File: src/rtl/alu_share_arbiter_pkg.sv
// Shared types and constants for the two-client ALU arbiter.
// The operation struct is sized by ALU_W, which must match the arbiter's N.
package alu_share_pkg;

    typedef enum logic [1:0] {
        IDLE = 2'd0,
        EXEC = 2'd1,
        RESP = 2'd2
    } arb_state_t;

    localparam logic [1:0] ALU_ADD = 2'b00;
    localparam logic [1:0] ALU_SUB = 2'b01;
    localparam logic [1:0] ALU_AND = 2'b10;
    localparam logic [1:0] ALU_OR  = 2'b11;

    localparam int ALU_W = 8;

    typedef struct packed {
        logic [1:0]       f;
        logic [ALU_W-1:0] a;
        logic [ALU_W-1:0] b;
        logic             id;
    } alu_op_t;

endpackage

File: src/rtl/alu_share_arbiter_gen_alu.sv
// Combinational N-bit ALU: add, subtract, and, or.
// SUB computes a + ~b + 1, so co=1 means no borrow; logic ops clear co.
module gen_alu
    import alu_share_pkg::*;
#(
    parameter int N = 8
) (
    input  logic [1:0]   f_i,
    input  logic [N-1:0] a_i,
    input  logic [N-1:0] b_i,
    output logic [N-1:0] s_o,
    output logic         co_o
);

    logic [N:0] res;

    always_comb begin
        res = '0;
        unique case (f_i)
            ALU_ADD: res = {1'b0, a_i} + {1'b0, b_i};
            ALU_SUB: res = {1'b0, a_i} + {1'b0, ~b_i} + {{N{1'b0}}, 1'b1};
            ALU_AND: res = {1'b0, a_i & b_i};
            ALU_OR:  res = {1'b0, a_i | b_i};
            default: res = '0;
        endcase
    end

    assign s_o  = res[N-1:0];
    assign co_o = res[N];

endmodule

File: src/rtl/alu_share_arbiter.sv
// Round-robin share of one gen_alu between two valid/ready requesters.
// One op in flight: accept in IDLE, compute in EXEC, hold the tagged result in RESP.
module alu_share_arbiter
    import alu_share_pkg::*;
#(
    parameter int N = ALU_W
) (
    input  logic         clk,
    input  logic         rst,
    input  logic         req0_valid,
    output logic         req0_ready,
    input  logic [1:0]   req0_f,
    input  logic [N-1:0] req0_a,
    input  logic [N-1:0] req0_b,
    input  logic         req1_valid,
    output logic         req1_ready,
    input  logic [1:0]   req1_f,
    input  logic [N-1:0] req1_a,
    input  logic [N-1:0] req1_b,
    output logic         rsp_valid,
    input  logic         rsp_ready,
    output logic         rsp_id,
    output logic [N-1:0] rsp_s,
    output logic         rsp_co
);

    arb_state_t   state_q, state_d;
    alu_op_t      op_q;
    logic         last_q;
    logic         rsp_valid_q;
    logic         rsp_id_q;
    logic [N-1:0] rsp_s_q;
    logic         rsp_co_q;

    logic         win_id;
    logic         accept;
    logic [N-1:0] alu_s;
    logic         alu_co;

    // On a tie the requester that did not win last time goes next.
    always_comb begin
        win_id     = (req0_valid && req1_valid) ? ~last_q : req1_valid;
        accept     = (state_q == IDLE) && !rst && (req0_valid || req1_valid);
        req0_ready = accept && !win_id;
        req1_ready = accept && win_id;

        state_d = state_q;
        unique case (state_q)
            IDLE:    if (accept) state_d = EXEC;
            EXEC:    state_d = RESP;
            RESP:    if (rsp_ready) state_d = IDLE;
            default: state_d = IDLE;
        endcase
    end

    always_ff @(posedge clk) begin
        if (rst) begin
            state_q     <= IDLE;
            op_q        <= '0;
            last_q      <= 1'b1;
            rsp_valid_q <= 1'b0;
            rsp_id_q    <= 1'b0;
            rsp_s_q     <= '0;
            rsp_co_q    <= 1'b0;
        end else begin
            state_q <= state_d;
            if (accept) begin
                op_q.f  <= win_id ? req1_f : req0_f;
                op_q.a  <= win_id ? req1_a : req0_a;
                op_q.b  <= win_id ? req1_b : req0_b;
                op_q.id <= win_id;
                last_q  <= win_id;
            end
            if (state_q == EXEC) begin
                rsp_valid_q <= 1'b1;
                rsp_id_q    <= op_q.id;
                rsp_s_q     <= alu_s;
                rsp_co_q    <= alu_co;
            end else if (state_q == RESP && rsp_ready) begin
                rsp_valid_q <= 1'b0;
            end
        end
    end

    gen_alu #(.N(N)) u_alu (
        .f_i  (op_q.f),
        .a_i  (op_q.a),
        .b_i  (op_q.b),
        .s_o  (alu_s),
        .co_o (alu_co)
    );

    assign rsp_valid = rsp_valid_q;
    assign rsp_id    = rsp_id_q;
    assign rsp_s     = rsp_s_q;
    assign rsp_co    = rsp_co_q;

    a_ready_only_idle: assert property (@(posedge clk) disable iff (rst)
        (state_q != IDLE) |-> !(req0_ready || req1_ready));

endmodule

File: config.mk
export PLATFORM = sky130hd
export DESIGN_NAME = alu_share_arbiter
export DESIGN_NICKNAME = d
export VERILOG_FILES = /design/src/rtl/alu_share_arbiter_pkg.sv /design/src/rtl/alu_share_arbiter_gen_alu.sv /design/src/rtl/alu_share_arbiter.sv
export SDC_FILE = /design/constraint.sdc
export NUM_CORES = 1
export LEC_CHECK = 0
export BUFFER_PORTS_ARGS = -buffer_cell sky130_fd_sc_hd__buf_4
export CORE_ASPECT_RATIO = 0.75
export CORE_UTILIZATION = 52
export DETAILED_ROUTE_END_ITERATION = 12
export GPL_TIMING_DRIVEN = 0
export MAX_ROUTING_LAYER = met4
export PLACE_DENSITY_LB_ADDON = 0.2
export SYNTH_ARGS = -nofsm -noshare
export SYNTH_HDL_FRONTEND = slang
export SYNTH_SLANG_ARGS = --single-unit
File: constraint.sdc
create_clock -name clk -period 5.11 [get_ports clk]
set_input_delay 0.2555 -clock clk [delete_from_list [all_inputs] [get_ports clk]]
set_output_delay 0.2555 -clock clk [all_outputs]
set_load 0.02 [all_outputs]
==> results.py, run 1 <==
metrics = {
    "outcome": {
        "outcome": "finished clean",
    },
    "finish": {
        "area_growth_pct": 23.50,
        "nets": 414,
        "antenna_cells": 0,
        "drive_gt1_share_pct": 25.57,
    },
    "power": {
        "peakVddDrop_mv": 0.1629,
        "power_density_nw_per_um2": 283.7,
        "leakagePower_nw": 1.286,
    },
    "yosys": {
        "synth-main-ff-cell": "dfxtp_1",
        "ys_warn_count": 0,
        "ys_seq_area_share_pct": 26.86,
        "synth_edf_count": 0,
        "syn-num-nets": 355,
        "synth-seq-cells": 33,
        "synthDistinctLibCells": 54,
        "synthesis.area_um2": 2460,
        "synth_cells": 288,
        "syn_avg_cell_area_um2": 8.541,
        "async_reset_ff_share_pct": 0,
    },
    "global_route": {
        "use_met3_pct": 6.222,
        "grt_pass1_wl_mm": 9.591,
        "antenna_found_initial": 0,
        "grt_pass1_vias": 1956,
        "grt-ovfl-total": 0,
        "grt_use_met1_pct": 38.48,
        "grt_usage_pct": 26.86,
        "grt_busiest_layer": "met1",
        "grt_max_degree": 11,
        "gr-usage-met2_pct": 36.55,
    },
    "sta": {
        "slew-limit-headroom_pct": 59.68,
        "post-route-period-util_pct": 43.98,
        "fin_crit_ps": 2247,
        "tightest_slew_ps": 589.5,
        "rsz0062_at_grt": "no",
        "setup_viol": 0,
        "whs_ps": 165.0,
        "hold_violations": 0,
        "setup_ws_ps": 2863,
        "fmax_ghz": 0.4450,
        "drv_slew": 0,
        "fin_tns_setup_ps": 0,
        "clock_skew_ps": 8.073,
    },
    "clock_network": {
        "ctsResizeCount": 0,
        "h-tree-depth": 2,
        "ctsHoldBuffers": 0,
        "cts.sinks": 33,
        "clkTransAtPathRegs_ps": 70,
        "cts_buffer_depth": 2,
        "tritoncts": "done",
        "cts_made_buffers": 5,
        "cts-root-buf": "clkbuf_8",
        "clock_latency_ps": 300,
        "post_cts_buffers": 0,
    },
    "setup_path": {
        "r2r_cells": 9,
        "criticalPathCategory": "flop to flop",
        "endpoint_kind": "flop",
        "worstPathMaxFanout": 4,
        "cp.arrival_ps": 2460,
        "cp_data_required_time_ps": 5320,
        "startpoint_type": "flop",
    },
    "die": {
        "coreArea_um2": 4493,
        "pin_count": 54,
        "die_h_um": 61.57,
        "core.rowCount": 21,
        "dieArea_um2": 5013,
        "start_util_pct": 54.75,
        "die-width_um": 81.42,
    },
    "placement": {
        "gp_congestion": 0.9320,
        "dpl_worst_slack_ps": 2902,
        "portBuffers": 52,
        "dpl.hpwl_mm": 4.569,
    },
    "worst_hold_path": {
        "hold_path.class": "input port to flop",
        "hold_depth": 2,
    },
    "detailed_routing": {
        "drtIter0Drc": 285,
        "drt_first_pass_iters": 4,
        "viasPerCell": 5.533,
        "drcViolationCount": 0,
        "wl_per_cell_um": 14.35,
        "vias": 2241,
        "ant_nets": 0,
        "finalWirelength_mm": 5.810,
    },
    "job": {
        "cap_violations": 0,
    },
}
==> final timing paths <==
| check | start | to | slack [ps] |
|---|---|---|---|
| setup / recovery | op_q[1]$_SDFFE_PP0P_ | rsp_s[6]$_SDFFE_PP0P_ | 2860 |
| hold / removal | rst | last_q$_SDFFE_PP1P_ | 170 |
| setup reg to reg | op_q[1]$_SDFFE_PP0P_ | rsp_s[6]$_SDFFE_PP0P_ | 2860 |
| hold reg to reg | rsp_id$_SDFFE_PP0P_ | rsp_id$_SDFFE_PP0P_ | 450 |
==> cells in the final DEF (no fill, tap or decap), drive strengths merged, types with 2 or more instances in the layout <==
cell    count
o21a        2
o31ai       2
nor3        6
fa          2
nand2      13
a21oi      15
nor2       38
o311a       2
nor2b       4
buf        63
o21bai      2
a31oi       2
nand2b      3
nand4       3
and2b       2
clkbuf     17
mux2i      19
o211ai      2
inv        24
o21ai      16
ha         24
xnor2       3
xor2        2
dfxtp      33
a311oi      4
or4         2
a211oi     23
==> critical path: stages (launching register included) <==
cell and delay, ps:
dfxtp_1 350, ha_1 230, inv_1 90, fa_1 180, and2b_1 210, o31a_1 280
o311ai_0 300, o31ai_1 150, xnor2_1 150, a211oi_1 220
==> per-layer routing <==
metal	vias to the layer above	part of all wire (%)
li1	1133	-
met1	1007	49
met2	95	40
met3	6	9.9
met4	0	0.93
met5	-	0
==> cell usage after synthesis, drive strengths merged, types with 3 or more instances <==
master,instances,area [um^2]
nor3,6,30.03
mux2i,19,190.2
clkbuf,10,38.78
a21oi,15,75.07
nand2,13,48.80
ha,24,300.3
nor2b,4,25.02
xnor2,3,26.28
a311oi,4,35.03
nand4,3,18.77
a211oi,23,227.7
o21ai,16,80.08
inv,24,90.08
nand2b,3,18.77
buf,11,96.33
nor2,38,145.1
dfxtp,33,660.6
==> registers in the layout, summed over array words and instances, names as in the netlist <==
register / count
last_q: 1
op_q: 19
rsp_co: 1
rsp_id: 1
rsp_s: 8
rsp_valid: 1
state_q: 2
==> final cells by class <==
class	instances	area, um^2
tap	57	71.32
fill	399	1455
sequential	33	660.6
multi-input combinational	210	1574
buffer	21	135.1
clock buffer	7	86.33
inverter	24	90.09
timing repair buffer	52	390.4
clock inverter	1	30.03
==> report_power, final <==
group | leakage, nW | total [mW] | internal [mW] | switching, mW
clock network | 0.0585 | 0.257 | 0.159 | 0.0981
logic | 0.956 | 0.302 | 0.136 | 0.167
registers | 0.272 | 0.303 | 0.283 | 0.0199
==> stage by stage <==
step	std cells	util, %	area [um^2]	power (mW)
final	405	67.61	3038	0.8618
after global routing	405	67.61	3038	0.9135
after CTS	405	67.61	3038	0.8632
after detailed placement	397	65.02	2922	0.6075
after global placement	397	65.02	2922	0.5997
after floorplan	288	-	2460	0.5186
==> logic make-up (layout without fill, tap and decap cells) <==
kind of cell    count (synthesis)  after routing  synth area share [%]
compound gates                 80             80                 24.41
fa+ha+maj                      26             26                 13.84
flops                          33             33                 26.86
simple gates                   78             78                 14.85
buf+inv                        45            105                 9.155
mux                            21             21                 9.105
xor+xnor                        5              5                 1.781
(Power assumes the default switching activity.)
==> run 2, diff against run 1 <==
CORE_UTILIZATION = 49   (was 52)
clock period = 1.99 ns   (was 5.11 ns; I/O delays follow)
==> run 2 against run 1 <==
Setup slack got worse by 2900 ps. Routed wire length up 5.9%. Count of clock-buffer cells in the layout fell by 2. Highest routed layer unchanged. The run now ends with design-rule violations, negative setup slack left. Total power increased to 2.6 times the previous value.
==> results.py, run 2 (synthesis gave the netlist of run 1 again) <==
metrics = {
    "sta": {
        "rsz0062_at_grt": "yes",
        "fmax_ghz": 0.4879,
        "fin_tns_setup_ps": -99.25,
        "setup_viol": 2,
        "hold_violations": 0,
        "fin_crit_ps": 2050,
        "slew-limit-headroom_pct": 58.62,
        "drv_slew": 0,
        "clock_skew_ps": 6.315,
        "setup_ws_ps": -59.65,
        "post-route-period-util_pct": 103.0,
        "tightest_slew_ps": 620.7,
    },
    "detailed_routing": {
        "viasPerCell": 5.487,
        "ant_nets": 0,
        "drcViolationCount": 2,
        "vias": 2244,
        "drtIter0Drc": 179,
        "wl_per_cell_um": 15.05,
        "finalWirelength_mm": 6.154,
        "drt_first_pass_iters": 8,
    },
    "placement": {
        "gp_congestion": 0.8767,
        "dpl_worst_slack_ps": -191.4,
        "portBuffers": 52,
        "dpl.hpwl_mm": 4.640,
    },
    "power": {
        "leakagePower_nw": 1.342,
        "power_density_nw_per_um2": 709.8,
        "peakVddDrop_mv": 0.3241,
        "total_power_mw": 2.280,
    },
    "finish": {
        "largest_register_ffs": 19,
        "top_register": "op_q",
        "antenna_cells": 0,
        "area_growth_pct": 30.57,
        "utilization_pct": 69.06,
        "layout_commonest_cell": "buf_4",
        "nets": 419,
        "layout_common_cells": "61 x buf_4, 37 x nor2_1, 25 x dfxtp_1",
        "drive_gt1_share_pct": 34.94,
    },
    "die": {
        "coreArea_um2": 4651,
        "dieArea_um2": 5311,
        "start_util_pct": 52.89,
        "die_h_um": 63.36,
        "die-width_um": 83.82,
        "core.rowCount": 21,
        "pin_count": 54,
    },
    "clock_network": {
        "cts_buffer_depth": 2,
        "clkTransAtPathRegs_ps": 70,
        "h-tree-depth": 2,
        "clock_latency_ps": 280,
        "ctsHoldBuffers": 0,
        "cts_made_buffers": 5,
        "cts-root-buf": "clkbuf_8",
        "tritoncts": "done",
        "cts.sinks": 33,
    },
    "setup_path": {
        "cp_data_required_time_ps": 2190,
        "criticalPathCategory": "flop to flop",
        "r2r_cells": 9,
        "startpoint_type": "flop",
        "worstPathMaxFanout": 3,
        "cp.arrival_ps": 2250,
        "endpoint_kind": "flop",
    },
    "worst_hold_path": {
        "hold_path.class": "input port to flop",
        "hold_depth": 2,
    },
    "global_route": {
        "grt_usage_pct": 25.47,
        "grt_pass1_vias": 2060,
        "grt-ovfl-total": 0,
        "grt_max_degree": 11,
        "grt_pass1_wl_mm": 10.26,
        "antenna_found_initial": 0,
    },
    "outcome": {
        "violations": "design-rule violations, negative setup slack",
        "outcome": "complete, but fails checks",
    },
    "job": {
        "cap_violations": 0,
    },
}
run 2: final timing paths:
check        slack, ps                     to                 start
max reg2reg        -60  rsp_s[6]$_SDFFE_PP0P_  op_q[9]$_SDFFE_PP0P_
min                 30    last_q$_SDFFE_PP1P_                   rst
max                -60  rsp_s[6]$_SDFFE_PP0P_  op_q[9]$_SDFFE_PP0P_
min reg2reg        450    rsp_id$_SDFFE_PP0P_   rsp_id$_SDFFE_PP0P_
run 2: worst max-delay path, cell delays in order (launching register included):
cell and delay (ps):
dfxtp_2 350, ha_4 160, inv_2 60, fa_2 190, and2b_1 180, o31a_1 300
o311ai_2 260, o31ai_2 120, xnor2_1 150, a211oi_1 180
run 2: what timing repair did:
action | 4_1_cts | 5_1_grt
pin swaps | 5 | 9
setup buffers | 4 | 3
endpoints found under the setup margin | 5 | 6
resized for setup | 14 | 22
run 2: layer usage:
metal	wire, um	up-vias	track usage (%)
met2	2516	83	36.89
met1	3153	1013	36.70
met3	437	7	4.980
met4	46	0	5.172
li1	-	1141	-
met5	0	-	-
run 2: area by class of cell:
class                           instances  area, um^2
Multi-Input combinational cell        210        1700
Inverter                               24       93.84
Clock inverter                          2       35.03
Timing Repair Buffer                   59       442.9
Buffer                                 19       126.4
Clock buffer                            5       68.82
Sequential cell                        33       673.1
Fill cell                             392        1439
Tap cell                               57       71.32
run 2: through the flow:
stage	cell area [um^2]	cells	hold slack [ps]
global placement	2922	397	315.4
finish	3212	409	25.06
CTS	3094	407	20.84
global route	3212	409	36.73
floorplan	2460	288	286.0
detailed placement	2922	397	319.8
run 2: report_power, final:
| group | internal (mW) | switching [mW] |
|---|---|---|
| sequential | 0.729 | 0.0537 |
| clock | 0.364 | 0.248 |
| combinational | 0.410 | 0.475 |
